$ cat src/rtl/mips_cpu_pkg.sv
// Shared types and constants for the MIPS multi-cycle control sequencer.
package mips_cpu_pkg;

  // Sequencer states; encodings are visible on the state debug output.
  typedef enum logic [2:0] {
    FETCH  = 3'd0,
    DECODE = 3'd1,
    EXEC   = 3'd2,
    MEM    = 3'd3,
    WB     = 3'd4,
    HALTED = 3'd5
  } seq_state_t;

  // Bus address source select.
  localparam logic ADDR_SEL_PC  = 1'b0;
  localparam logic ADDR_SEL_ALU = 1'b1;

endpackage

$ cat src/rtl/mips_seq_wait_timer.sv
// Counts consecutive stalled cycles of one bus cycle and flags a timeout.
// LIMIT = 0 disables the timeout entirely.
module mips_seq_wait_timer #(
  parameter logic [15:0] LIMIT = 16'd0
) (
  input  logic clk,
  input  logic reset,
  input  logic stall,
  input  logic clear,
  output logic expired
);

  localparam logic [15:0] LAST = LIMIT - 16'd1;

  logic [15:0] count;

  // Consecutive-stall counter; cleared whenever the bus cycle completes.
  always_ff @(posedge clk) begin
    if (reset || clear) begin
      count <= 16'd0;
    end else if (stall) begin
      count <= count + 16'd1;
    end
  end

  // Fires during the Nth stalled cycle so the sequencer halts on that edge.
  assign expired = (LIMIT != 16'd0) && stall && (count == LAST);

endmodule

$ cat src/rtl/mips_cpu_sequencer.sv
// Multi-cycle MIPS control sequencer: FETCH/DECODE/EXEC/MEM/WB/HALTED.
// Optional macro MIPS_SEQ_PERF_EN adds the instr_retired and stall_cycles
// performance counters; without it both outputs are tied to zero.
//
// Bus handshake: the sequencer presents mem_read/mem_write (Moore, from the
// state) and holds them; the memory holds waitrequest high while busy. A bus
// cycle completes on the rising edge where clk_enable=1 and waitrequest=0.
// Stalled cycles are those with clk_enable=1 and waitrequest=1.
module mips_cpu_sequencer
  import mips_cpu_pkg::*;
#(
  parameter logic [15:0] WAIT_TIMEOUT = 16'd0
) (
  input  logic        clk,
  input  logic        reset,
  input  logic        clk_enable,
  input  logic        waitrequest,
  input  logic        is_load,
  input  logic        is_store,
  input  logic        reg_write_req,
  input  logic        pc_next_zero,
  output logic        active,
  output logic        mem_read,
  output logic        mem_write,
  output logic        addr_sel,
  output logic        ir_write,
  output logic        pc_write,
  output logic        regfile_write,
  output logic        bus_error,
  output logic [2:0]  state,
  output logic [31:0] instr_retired,
  output logic [31:0] stall_cycles
);

  seq_state_t cur_state;
  seq_state_t next_state;
  logic       stall;
  logic       bus_done;
  logic       timer_expired;

  // State register; reset wins over clk_enable.
  always_ff @(posedge clk) begin
    if (reset) begin
      cur_state <= FETCH;
    end else begin
      cur_state <= next_state;
    end
  end

  // Next state, Moore bus strobes and clk_enable-gated datapath pulses.
  always_comb begin
    next_state    = cur_state;
    mem_read      = 1'b0;
    mem_write     = 1'b0;
    addr_sel      = ADDR_SEL_PC;
    ir_write      = 1'b0;
    pc_write      = 1'b0;
    regfile_write = 1'b0;
    bus_done      = 1'b0;
    stall         = 1'b0;
    case (cur_state)
      FETCH: begin
        mem_read = 1'b1;
        if (clk_enable) begin
          if (!waitrequest) begin
            ir_write   = 1'b1;
            bus_done   = 1'b1;
            next_state = DECODE;
          end else begin
            stall = 1'b1;
          end
        end
      end
      DECODE: begin
        if (clk_enable) next_state = EXEC;
      end
      EXEC: begin
        if (clk_enable) next_state = (is_load || is_store) ? MEM : WB;
      end
      MEM: begin
        addr_sel  = ADDR_SEL_ALU;
        mem_read  = is_load;
        // Load takes priority so the two strobes are mutually exclusive.
        mem_write = is_store && !is_load;
        if (clk_enable) begin
          if (!waitrequest) begin
            bus_done = 1'b1;
            if (is_load) begin
              next_state = WB;
            end else begin
              pc_write   = 1'b1;
              next_state = pc_next_zero ? HALTED : FETCH;
            end
          end else begin
            stall = 1'b1;
          end
        end
      end
      WB: begin
        if (clk_enable) begin
          regfile_write = reg_write_req;
          pc_write      = 1'b1;
          next_state    = pc_next_zero ? HALTED : FETCH;
        end
      end
      HALTED: begin
        next_state = HALTED;
      end
      default: begin
        next_state = FETCH;
      end
    endcase
    if (timer_expired) next_state = HALTED;
    // An instruction aborted by reset must not write anything.
    if (reset) begin
      ir_write      = 1'b0;
      pc_write      = 1'b0;
      regfile_write = 1'b0;
    end
  end

  mips_seq_wait_timer #(
    .LIMIT (WAIT_TIMEOUT)
  ) u_wait_timer (
    .clk     (clk),
    .reset   (reset),
    .stall   (stall),
    .clear   (bus_done),
    .expired (timer_expired)
  );

  // Sticky bus error, set when a bus cycle times out.
  always_ff @(posedge clk) begin
    if (reset) begin
      bus_error <= 1'b0;
    end else if (timer_expired) begin
      bus_error <= 1'b1;
    end
  end

`ifdef MIPS_SEQ_PERF_EN
  logic [31:0] retired_q;
  logic [31:0] stall_q;

  // Performance counters: retirements on pc_write, stalls on bus wait cycles.
  always_ff @(posedge clk) begin
    if (reset) begin
      retired_q <= 32'd0;
      stall_q   <= 32'd0;
    end else begin
      if (pc_write) retired_q <= retired_q + 32'd1;
      if (stall)    stall_q   <= stall_q + 32'd1;
    end
  end

  assign instr_retired = retired_q;
  assign stall_cycles  = stall_q;
`else
  assign instr_retired = 32'd0;
  assign stall_cycles  = 32'd0;
`endif

  assign active = (cur_state != HALTED);
  assign state  = cur_state;

endmodule

$ cat config.mk
export PLATFORM = sky130hd
export DESIGN_NAME = mips_cpu_sequencer
export DESIGN_NICKNAME = d
export VERILOG_FILES = /design/src/rtl/mips_cpu_pkg.sv /design/src/rtl/mips_seq_wait_timer.sv /design/src/rtl/mips_cpu_sequencer.sv
export SDC_FILE = /design/constraint.sdc
export NUM_CORES = 1
export LEC_CHECK = 0
export ABC_CLOCK_PERIOD_IN_PS = 1500
export BUFFER_PORTS_ARGS = -buffer_cell sky130_fd_sc_hd__buf_2
export CAP_MARGIN = 20
export CORE_MARGIN = 4
export CORE_UTILIZATION = 28
export DETAILED_ROUTE_END_ITERATION = 6
export PLACE_DENSITY = 0.64
export SLEW_MARGIN = 20
export SYNTH_ARGS = -nofsm -noshare
export SYNTH_HDL_FRONTEND = slang
export SYNTH_SLANG_ARGS = --single-unit
$ cat constraint.sdc
create_clock -name clk -period 1.5 [get_ports clk]
set_clock_uncertainty 0.15 [all_clocks]
set_input_delay 0.15 -clock clk [delete_from_list [all_inputs] [get_ports clk]]
set_output_delay 0.15 -clock clk [all_outputs]
set_load 0.01 [all_outputs]
==> results.sh <==
export IMPL_setup_viol=2
export IMPL_port_buffers=17
export IMPL_grt_pass1_wl_um=2056
export IMPL_cts_tree="yes"
export IMPL_syn_mean_instance_area_um2=7.059
export IMPL_outcome="complete, but fails checks"
export IMPL_cp_arrival_ns=1.27
export IMPL_p_total_w=0.0004075
export IMPL_initial_utilization=0.2994
export IMPL_die_w_um=63
export IMPL_grt_usage=0.06408
export IMPL_synthTopCellsByArea="buf_4 (58%), dfxtp_1 (7.1%), a21oi_1 (3.5%)"
export IMPL_dr_wl_met3_um=249
export IMPL_cts_sinks=3
export IMPL_cts_buffers=3
export IMPL_io_pins=83
export IMPL_rows=19
export IMPL_synth_seq_area_share=0.07090
export IMPL_vias=669
export IMPL_synth_cell_types=28
export IMPL_synth_async_sr_flop_share=0
export IMPL_violations="negative setup slack"
export IMPL_highest_layer="met4"
export IMPL_fp_dieH_um=63
export IMPL_grt_antenna_before_repair=0
export IMPL_worst_setup_path_type="reg2out"
export IMPL_vdd_ir_drop_max_uv=118.3
export IMPL_place_ws_ns=0.01998
export IMPL_reg2reg_slack_ns=0.07
export IMPL_dpl_cell_area_um2=748.2
export IMPL_path_cells="nor2b_4 > nand2_2 > o31ai_2 > and2_1 > buf_2"
export IMPL_drt_initial_drc_count=14
export IMPL_area_growth_pct=3.545
export IMPL_final_cell_mix="conb_1 (65), buf_2 (17), buf_4 (12), nand2_1 (6)"
export IMPL_max_cap_viol_count=0
export IMPL_core_area_um2=2829
export IMPL_cp_data_required_time_ns=1.20
export IMPL_min_path_type="in2reg"
export IMPL_grt_overflow_total=0
export IMPL_final_max_slew_viol_count=0
export IMPL_clk_path_buf_depth=2
export IMPL_synth_area_leader_cell="buf_4"
export IMPL_setup_tns_final_ns=-0.1410
export IMPL_syn_inst=120
export IMPL_min_period_ns=1.571
export IMPL_first_global_vias=474
export IMPL_ys_flop_type="dfxtp_1"
export IMPL_slowest_stage="dfxtp_4"
export IMPL_syn_area_um2=847.1
export IMPL_ctsHtreeMaxLevel=1
export IMPL_synth_edf_count=0
export IMPL_synth_top_area_frac=0.5761
export IMPL_clk_pin_slew_ns=0.04
export IMPL_end_kind="output port"
export IMPL_drc=0
export IMPL_final_common_cell="conb_1"
export IMPL_worst_path_largest_cell_delay_ns=0.36
export IMPL_p_per_area_nw_per_um2=464.6
export IMPL_largest_register_ffs=3
export IMPL_num_nets_final=159
export IMPL_gp_congestion=0.7900
export IMPL_wl_met1_um=538
export IMPL_cp_start_kind="register"
export IMPL_antenna_cells=0
export IMPL_drive_gt1_frac=0.3000
export IMPL_wl_met2_um=780
export IMPL_drt_total_wl_um=1585
export IMPL_drt_pass1_iterations=4
export IMPL_rsz0062_at_grt="yes"
export IMPL_grt_max_degree=14
export IMPL_ys_ff_latch=3
export IMPL_dp_hpwl_um=1279
export IMPL_hold_violations=0
export IMPL_setup_slack_ns=-0.07139
export IMPL_fmax_mhz=636.4
export IMPL_ant_nets=0
export IMPL_vias_per_cell=3.696
export IMPL_dieArea_um2=3969
export IMPL_wl_per_cell_um=8.757
export IMPL_yosys_warnings=0
export IMPL_power_leakage_nw=0.5079
export IMPL_period_share=1.048
export IMPL_crit_fanout=5
export IMPL_cts_root_buf="clkbuf_4"
export IMPL_clock_latency_ns=0.23
export IMPL_final_area_um2=877.1
[Yosys cell counts, types with 2 or more instances]
master,n
nor4b_1,2
nand2_1,8
a21oi_1,6
dfxtp_1,3
o21ai_0,2
buf_6,2
inv_1,3
nor3b_1,2
buf_4,65
nor2_1,6
nand3_1,2
nand3b_1,2
nor2b_1,2
[area by class of cell]
type	instances	area (um2)
multi-input cells	110	546.8
inverters	3	11.26
repair buffers	30	185.2
fillers	303	1952
clock buffers	4	26.28
flip-flops and latches	3	68.82
well taps	31	38.79
[power breakdown]
| part | total [W] | internal, W | switching (W) | leakage, nW |
|---|---|---|---|---|
| combinational | 0.000181 | 0.0000530 | 0.000128 | 0.467 |
| sequential | 0.0000888 | 0.0000821 | 0.00000679 | 0.0264 |
| clock | 0.000137 | 0.0000994 | 0.0000378 | 0.0150 |
[metal layers]
layer / up-vias / track usage
met2: 60 / 0.1173
met4: 0 / 0.03306
met3: 2 / 0.01619
met1: 282 / 0.06638
met5: - / 0
li1: 325 / -
[per-stage QoR]
step           instances  utilization  hold WS [ns]
5_1_grt              181       0.3100       0.02834
3_5_place_dp         171       0.2645        0.2419
2_1_floorplan        184            -       0.06907
6_report             181       0.3100       0.01112
3_3_place_gp         171       0.2645        0.2279
4_1_cts              179       0.2954      0.005436
[worst max-delay path: cells and delay by family (launching register included)]
kind,cells,cell delay (ns)
DFF,1,0.36
and+or+nand+nor,3,0.37
AOI/OAI and AO/OA,1,0.19
buffers and inverters,1,0.12
[what timing repair did]
item,in CTS,in global routing
pin swaps,1,1
setup buffers,3,2
hold endpoints to repair,2,0
hold buffers,1,0
resized for setup,11,7
setup endpoints to repair,6,6
[kinds of logic (layout without fill, tap and decap cells)]
kind of cell | Yosys count | in the layout | share of synthesized area
buffers and inverters | 71 | 37 | 0.6219
and+or+nand+nor | 29 | 29 | 0.1802
AOI/OAI and AO/OA | 16 | 16 | 0.1226
other | 1 | 65 | 0.004427
DFF | 3 | 3 | 0.07090
[path summary, 6_finish.rpt]
check,from,to,cells past startpoint
worst max-delay path,state[0],pc_write,5
worst min-delay path,reset,state[2],2
worst max register to register,state[0],state[2],5
worst min register to register,state[2],state[1],2
(Power assumes the default switching activity.)
